$ cat config.mk
export PLATFORM = sky130hd
export DESIGN_NAME = sdram_port_arbiter
export DESIGN_NICKNAME = d
export VERILOG_FILES = /design/src/rtl/sdram_port_arbiter.sv
export SDC_FILE = /design/constraint.sdc
export NUM_CORES = 1
export LEC_CHECK = 0
export CELL_PAD_IN_SITES_DETAIL_PLACEMENT = 1
export CELL_PAD_IN_SITES_GLOBAL_PLACEMENT = 1
export CORE_UTILIZATION = 16
export CTS_CLUSTER_SIZE = 20
export DETAILED_ROUTE_END_ITERATION = 7
export PLACE_DENSITY = 0.91
export SLEW_MARGIN = 25
export SYNTH_ARGS = -nofsm -noshare
export SYNTH_HDL_FRONTEND = slang
export SYNTH_SLANG_ARGS = --single-unit
$ cat constraint.sdc
create_clock -name clk -period 3.15 [get_ports clk]
set_clock_uncertainty 0.2 [all_clocks]
set_input_delay 0.4725 -clock clk [delete_from_list [all_inputs] [get_ports clk]]
set_output_delay 0.4725 -clock clk [all_outputs]
set_load 0.05 [all_outputs]
$ cat src/rtl/sdram_port_arbiter.sv
// Round-robin sharing of one SDRAM controller command port; an in-order owner FIFO routes completions back.
// Optional SDRAM_ARB_STATS_EN adds per-port accept counters and a stall-cycle counter.
module sdram_port_arbiter #(
  parameter int NUM_PORTS       = 2,
  parameter int DATA_WIDTH      = 32,
  parameter int ADDR_WIDTH      = 24,
  parameter int MAX_OUTSTANDING = 4
) (
  input  logic                              clk,
  input  logic                              rst,
  input  logic [NUM_PORTS-1:0]              req_rd,
  input  logic [NUM_PORTS*DATA_WIDTH/8-1:0] req_wr,
  input  logic [NUM_PORTS*ADDR_WIDTH-1:0]   req_addr,
  input  logic [NUM_PORTS*DATA_WIDTH-1:0]   req_wdata,
  output logic [NUM_PORTS-1:0]              req_rdy,
  output logic [NUM_PORTS-1:0]              req_rvalid,
  output logic [NUM_PORTS-1:0]              req_wvalid,
  output logic [DATA_WIDTH-1:0]             req_rdata,
  output logic                              mem_rd,
  output logic [DATA_WIDTH/8-1:0]           mem_wr,
  output logic [ADDR_WIDTH-1:0]             mem_addr,
  output logic [DATA_WIDTH-1:0]             mem_wdata,
  input  logic                              mem_rdy,
  input  logic [DATA_WIDTH-1:0]             mem_rdata,
  input  logic                              mem_rvalid,
  input  logic                              mem_wvalid,
`ifdef SDRAM_ARB_STATS_EN
  output logic [NUM_PORTS*32-1:0]           stat_accepts,
  output logic [31:0]                       stat_stall,
`endif
  output logic                              err
);
  localparam int BE_W   = DATA_WIDTH / 8;
  localparam int PTR_W  = $clog2(MAX_OUTSTANDING);
  localparam int PORT_W = (NUM_PORTS > 1) ? $clog2(NUM_PORTS) : 1;

  logic [PORT_W-1:0] r_rr_ptr;
  logic [PORT_W-1:0] r_own_port [MAX_OUTSTANDING];
  logic              r_own_wr   [MAX_OUTSTANDING];
  logic [PTR_W-1:0]  r_wptr, r_rptr;
  logic [PTR_W:0]    r_count;
  logic              r_err;

  logic [NUM_PORTS-1:0] w_req;
  logic                 w_hi_vld, w_lo_vld, w_gnt_vld, w_gnt_wr, w_accept;
  logic [PORT_W-1:0]    w_hi, w_lo, w_gnt, w_head_port;
  logic [BE_W-1:0]      w_gnt_be;
  logic                 w_full, w_empty, w_cpl, w_pop, w_head_wr, w_cpl_err;

  assign w_full  = (r_count == (PTR_W+1)'(MAX_OUTSTANDING));
  assign w_empty = (r_count == '0);

  // Two descending scans leave the lowest requester at/after rr_ptr (hi) and the lowest overall (lo).
  always_comb begin
    w_req    = '0;
    w_hi_vld = 1'b0;
    w_hi     = '0;
    w_lo_vld = 1'b0;
    w_lo     = '0;
    for (int p = NUM_PORTS - 1; p >= 0; p--) begin
      w_req[p] = req_rd[p] | (|req_wr[p*BE_W +: BE_W]);
      if (w_req[p]) begin
        w_lo_vld = 1'b1;
        w_lo     = PORT_W'(p);
        if (PORT_W'(p) >= r_rr_ptr) begin
          w_hi_vld = 1'b1;
          w_hi     = PORT_W'(p);
        end
      end
    end
  end

  assign w_gnt_vld = w_lo_vld & ~w_full & ~rst;
  assign w_gnt     = w_hi_vld ? w_hi : w_lo;
  assign w_gnt_be  = req_wr[w_gnt*BE_W +: BE_W];
  assign w_gnt_wr  = |w_gnt_be;
  assign w_accept  = w_gnt_vld & mem_rdy;

  assign mem_rd    = w_gnt_vld & ~w_gnt_wr;
  assign mem_wr    = w_gnt_vld ? w_gnt_be : '0;
  assign mem_addr  = w_gnt_vld ? req_addr[w_gnt*ADDR_WIDTH +: ADDR_WIDTH] : '0;
  assign mem_wdata = w_gnt_vld ? req_wdata[w_gnt*DATA_WIDTH +: DATA_WIDTH] : '0;

  assign w_head_port = r_own_port[r_rptr];
  assign w_head_wr   = r_own_wr[r_rptr];
  assign w_cpl       = mem_rvalid | mem_wvalid;
  assign w_pop       = w_cpl & ~w_empty;
  assign w_cpl_err   = (w_cpl & w_empty) | (mem_rvalid & mem_wvalid) |
                       (w_pop & ((mem_rvalid & w_head_wr) | (mem_wvalid & ~w_head_wr)));
  assign req_rdata   = mem_rvalid ? mem_rdata : '0;
  assign err         = r_err;

  // A double completion is routed by what the head owner actually issued.
  always_comb begin
    req_rdy    = '0;
    req_rvalid = '0;
    req_wvalid = '0;
    for (int p = 0; p < NUM_PORTS; p++) begin
      req_rdy[p] = w_accept && (w_gnt == PORT_W'(p));
      if (w_pop && (w_head_port == PORT_W'(p))) begin
        if (mem_rvalid && mem_wvalid) begin
          req_rvalid[p] = ~w_head_wr;
          req_wvalid[p] = w_head_wr;
        end else begin
          req_rvalid[p] = mem_rvalid;
          req_wvalid[p] = mem_wvalid;
        end
      end
    end
  end

  always_ff @(posedge clk) begin
    if (w_accept) begin
      r_own_port[r_wptr] <= w_gnt;
      r_own_wr[r_wptr]   <= w_gnt_wr;
    end
  end

  always_ff @(posedge clk) begin
    if (rst) begin
      r_rr_ptr <= '0;
      r_wptr   <= '0;
      r_rptr   <= '0;
      r_count  <= '0;
      r_err    <= 1'b0;
    end else begin
      if (w_accept) begin
        r_wptr   <= r_wptr + 1'b1;
        r_rr_ptr <= (w_gnt == PORT_W'(NUM_PORTS - 1)) ? '0 : w_gnt + 1'b1;
      end
      if (w_pop) r_rptr <= r_rptr + 1'b1;
      if (w_accept && !w_pop)      r_count <= r_count + 1'b1;
      else if (!w_accept && w_pop) r_count <= r_count - 1'b1;
      if (w_cpl_err) r_err <= 1'b1;
    end
  end

`ifdef SDRAM_ARB_STATS_EN
  logic [31:0] r_stat_acc [NUM_PORTS];
  logic [31:0] r_stat_stall;

  always_ff @(posedge clk) begin
    if (rst) begin
      for (int p = 0; p < NUM_PORTS; p++) r_stat_acc[p] <= '0;
      r_stat_stall <= '0;
    end else begin
      for (int p = 0; p < NUM_PORTS; p++)
        if (w_accept && (w_gnt == PORT_W'(p))) r_stat_acc[p] <= r_stat_acc[p] + 1'b1;
      if (w_gnt_vld && !mem_rdy) r_stat_stall <= r_stat_stall + 1'b1;
    end
  end

  always_comb begin
    stat_accepts = '0;
    for (int p = 0; p < NUM_PORTS; p++) stat_accepts[p*32 +: 32] = r_stat_acc[p];
  end
  assign stat_stall = r_stat_stall;
`endif
endmodule
**Word level (Yosys, flattened, before mapping)**

Memories as Yosys holds them, arrays and structs flattened. A register that Yosys moved wholly into a read port is not among the register bits.
Index checks and enable logic that the tools add are counted.

- Register bits after elaboration: 9
- Memory bits (writable): 8
- Word-level logic and storage cells: 85
- Memories: 2

Memories:

| memory | words | bits a word | rd ports | clocked after Yosys merged registers in | write ports | RTL line | source |
|---|---|---|---|---|---|---|---|
| r_own_port | 4 | 1 | 1 | 1 | 1 | 38 | `logic [PORT_W-1:0] r_own_port [MAX_OUTSTANDING];` |
| r_own_wr | 4 | 1 | 1 | 1 | 1 | 39 | `logic r_own_wr [MAX_OUTSTANDING];` |

- Add/sub/neg operators: 5
- Multiply operators: 1
- Order comparisons: 2
- Equal/unequal tests: 1
- Shifts and indexed selects: 3
- Multiplexer cells: 29
- Bitwise operators: 23
- Reductions and logical operators: 14

Operator list:

| operator | number |
|---|---|
| $mux W32 | 2 |
| $shiftx A64 B7 Y32 | 1 |
| $shiftx A48 B7 Y24 | 1 |
| $mux W24 | 1 |
| $mux W1 | 19 |
| $reduce_or A4 Y1 | 3 |
| $and A1 B1 Y1 | 10 |
| $mux W2 | 4 |
| $shiftx A8 B4 Y4 | 1 |
| $logic_and A1 B1 Y1 | 7 |
| $not A1 Y1 | 7 |
| $mux W3 | 2 |
| $or A1 B1 Y1 | 6 |
| $add A2 B1 Y2 const B | 2 |
| $mux W4 | 1 |
| $add A3 B1 Y3 const B | 1 |
| $eq A3 B3 Y1 const B | 1 |
| $logic_not A3 Y1 | 1 |
| $mul A1 B2 Y3 const B | 1 |
| $sub A3 B1 Y3 const B | 1 |
| $ge A1 B1 Y1 const A | 2 |
| $logic_not A1 Y1 | 2 |
| $reduce_bool A2 Y1 | 1 |
| $add A1 B1 Y1 const B | 1 |

**Depth between registers and ports, before layout**

- Depth after elaboration: 11
- Gate-level depth with buffers: 10
- Gate-level depth less buffers: 9

**Least setup slack after synthesis**

Ideal clock, no wire load.

- Path kind: input to output
- From: in req_wr[1]
- To: out mem_wdata[10]
- Arrival: 2.502 ns
- Setup slack: -0.025 ns
- Stages on the path: 6
- Cell sequence: or4_1 o21bai_1 nand2_1 buf_2 buf_2 o22ai_1

- Cells in the longest elaborated chain, start to end: 6
- Elaborated cells between the ends (all ways): 11

RTL lines:

| what | RTL line | source |
|---|---|---|
| start: declaration | 12 | `input logic [NUM_PORTS*DATA_WIDTH/8-1:0] req_wr,` |
| $reduce_or A4 Y1 (*) | 61 | `w_req[p] = req_rd[p] \| (\|req_wr[p*BE_W +: BE_W]);` |
| $or A1 B1 Y1 (*) | 61 |  |
| $mux W1 | 62 | `if (w_req[p]) begin` |
| $mux W1 / $and A1 B1 Y1 (equally long branches) | 74, 73 |  |
| $shiftx A64 B7 Y32 / $and A1 B1 Y1 (equally long branches) | 82, 73 |  |
| $mux W32 (*) | 82 | `assign mem_wdata = w_gnt_vld ? req_wdata[w_gnt*DATA_WIDTH +: DATA_WIDTH] : '0;` |
| end: declaration | 22 | `output logic [DATA_WIDTH-1:0] mem_wdata,` |

Mark *: on every way between the ends. The rest lies on a longest branch, timed or not.

**Final worst setup path**

- From: in req_wr[4]
- To: out mem_wdata[2]

- Cells in the longest elaborated chain, start to end: 8
- Elaborated cells between the ends (all ways): 15

RTL lines:

| what | RTL line | source |
|---|---|---|
| $reduce_or A4 Y1 (*) | 61 |  |
| $or A1 B1 Y1 (*) | 61 |  |
| $mux W1 | 62 |  |
| $mux W1 | 65 | `if (PORT_W'(p) >= r_rr_ptr) begin` |
| $mux W1 | 62 |  |
| $mux W1 | 74 | `assign w_gnt = w_hi_vld ? w_hi : w_lo;` |
| $shiftx A64 B7 Y32 | 82 |  |
| $mux W32 (*) | 82 |  |

Marked as above.

==> results_dict.tcl <==
set metrics [dict create \
    wl_per_cell_um 21.1 \
    drt-initial-drc-count 94 \
    ys_seq_area_share_pct 21.3 \
    final_nets 782 \
    synth.net_count 506 \
    syn-instance-count 341 \
    clkPwrFrac_pct 8.2 \
    vias_per_cell 4.81 \
    cts_max_level 1 \
    syn_area_per_cell_um2 6.35 \
    cp.arrival_ps 2430 \
    fin_setup_tns_ps 0 \
    synth_area_um2 2170 \
    p_leak_uw 0.00278 \
    die_x_um 118 \
    grt_overflow 0 \
    hold_ws_ps 267 \
    vdd_drop_max_mv 0.219 \
    syn2layout_area_growth_pct 228 \
    p_sw_uw 1540 \
    final_area_um2 7100 \
    dp_hpwl_mm 11.4 \
    ant_nets 0 \
    cts_tree "done" \
    vias 3806 \
    die-area_um2 14000 \
    rsz0062_at_grt "yes" \
    min_period_ps 3100 \
    cp_max_fo 7 \
    fillCellCount 1400 \
    seq_area_um2 460 \
    clkSinkCount 19 \
    io_pins 259 \
    multi_input_area_um2 2160 \
    path_class "primary input to output pin" \
    root_buffer "clkbuf_16" \
    wl_mm 16.7 \
    p_comb_share_pct 80.9 \
    drive_gt1_share_pct 35.1 \
    fin_crit_sh_pct 98.5 \
    max_freq_ghz 0.322 \
    power_density_nw_per_um2 457 \
    first_pass_iters 4 \
    grt_max_degree 82 \
    core_um2 13200 \
    row_count 42 \
    synth-seq-cells 19 \
    drcViolationCount 0 \
    critPathCaptureType "output pin" \
    track_usage_pct 23.0 \
    gp_congestion 0.785 \
    slew_headroom_pct 67.0 \
    grt_pass1_vias 4298 \
    ys.warnings.count 0 \
    p_int_uw 1710 \
    switching_share_pct 47.3 \
    seq_power_share_pct 11.0 \
    worst_pin_slew_ps 493 \
    postPlaceCellArea_um2 6090 \
    antenna_found_initial 0 \
    layout_setup_ws_ps 47.1 \
    start_util_pct 16.4 \
    cts_max_path_buffers 2 \
    diodes 0 \
    maxSlewViolCount 0 \
    crit_required_ps 2480 \
    yosysUniqueCellTypes 35 \
    finalSetupViolations 0 \
    die_h_um 118 \
    hold_viol_final 0 \
    pre_cts_slack_ps -223 \
    min_path_type "flop to flop" \
    max_cap_violations 0 \
    clk_pin_slew_ps 50 \
    cts_made_buffers 3 \
    clk_latency_ps 260 \
    placement.io_buffers 258 \
    cp-start-kind "primary input" \
    grt_pass1_wl_mm 24.3 \
    status "complete, no violations" \
]
==> final cells by class <==
cell class	instances	area share, %
well taps	176	3.10
clock buffers	3	1.06
repair buffers	303	58.4
flip-flops and latches	19	6.48
clock inverters	1	0.0705
multi-input cells	282	30.4
inverters	8	0.423
==> cells by family after synthesis <==
kind of cell	synth area share, %
AND/OR/NAND/NOR	38.9
AO/OA/AOI/OAI	23.8
buffers and inverters	7.63
flip-flops	21.3
adder cells (fa/ha/maj)	3.81
XOR/XNOR	1.62
multiplexers	3.00
==> cell usage after synthesis, drive strengths merged <==
cell / n / area, um^2
xor2: 4 / 35.0
or3: 2 / 12.5
fa: 1 / 20.0
a311oi: 1 / 8.76
nor2: 14 / 52.6
nand3: 5 / 25.0
mux2i: 2 / 20.0
clkbuf: 25 / 93.8
and2: 33 / 209
ha: 5 / 62.6
o21bai: 1 / 7.51
o31ai: 1 / 21.3
a211oi: 1 / 7.51
o2bb2ai: 1 / 8.76
or2: 1 / 6.26
o22ai: 56 / 350
nand2: 120 / 450
nand2b: 2 / 12.5
inv: 8 / 30.0
nor4: 1 / 6.26
and3: 6 / 37.5
dfxtp: 11 / 220
edfxtp: 8 / 240
o21ai: 9 / 48.8
o21a: 1 / 7.51
buf: 7 / 41.3
a21oi: 8 / 40.0
mux4: 2 / 45.0
or4: 3 / 30.0
o211ai: 2 / 15.0
==> per-stage QoR <==
stage	total power, uW	cells	util (%)
2_1_floorplan	1400	341	-
3_3_place_gp	2460	773	46.0
3_5_place_dp	2560	773	46.0
4_1_cts	3200	790	53.0
5_1_grt	3370	792	53.6
6_report	3250	792	53.6
==> path summary, 6_finish.rpt <==
kind,from,end,slack (ps),cells past startpoint
worst min register to register,err$_SDFFE_PP0P_,err$_SDFFE_PP0P_,270,2
worst min-delay path,err$_SDFFE_PP0P_,err$_SDFFE_PP0P_,270,2
worst max-delay path,req_wr[4],mem_wdata[2],50,10
worst max register to register,r_count[0]$_SDFFE_PP0P_,r_count[2]$_SDFFE_PP0P_,390,9
==> cells in the final DEF, fill, tap and decap left out, types with 7 or more instances in the layout <==
master,synthesis,final
and2_1,32,32
o22ai_2,0,25
clkdlybuf4s50_1,0,151
nand2_1,120,118
a21oi_1,8,7
edfxtp_1,8,8
o22ai_4,0,29
dlygate4sd2_1,0,8
buf_12,0,105
inv_1,8,8
dfxtp_1,11,11
buf_4,0,26
nor2_1,14,14
==> power groups by stage <==
stage	Combinational, uW	Sequential [uW]	Clock (uW)
floorplan	1050	350	0
global placement	2120	346	0
detailed placement	2200	358	0
CTS	2570	355	267
global route	2730	363	279
finish	2630	356	266
==> repair_timing <==
action,in CTS,in global routing
setup buffers,8,0
gates resized for setup,105,6
cloned,6,2
setup endpoints to repair,60,15
pin swaps,8,3
hold buffers,0,0
==> worst max-delay path: stages <==
cell and delay, ps:
dlygate4sd2_1 260, or4_4 560, buf_6 150, or2_4 280, nand2_8 100, buf_6 110
buf_12 140, o22ai_1 80, buf_4 150, buf_12 140
==> routing by layer <==
metal | vias to the layer above | GRT usage, % | part of all wire [%]
met3 | 43 | 5.16 | 6.8
met1 | 1811 | 21.5 | 32
li1 | 1728 | - | -
met5 | - | 0 | 0
met4 | 0 | 12.4 | 4.1
met2 | 224 | 45.7 | 57
Note: power is estimated with default switching activity, not from simulation.
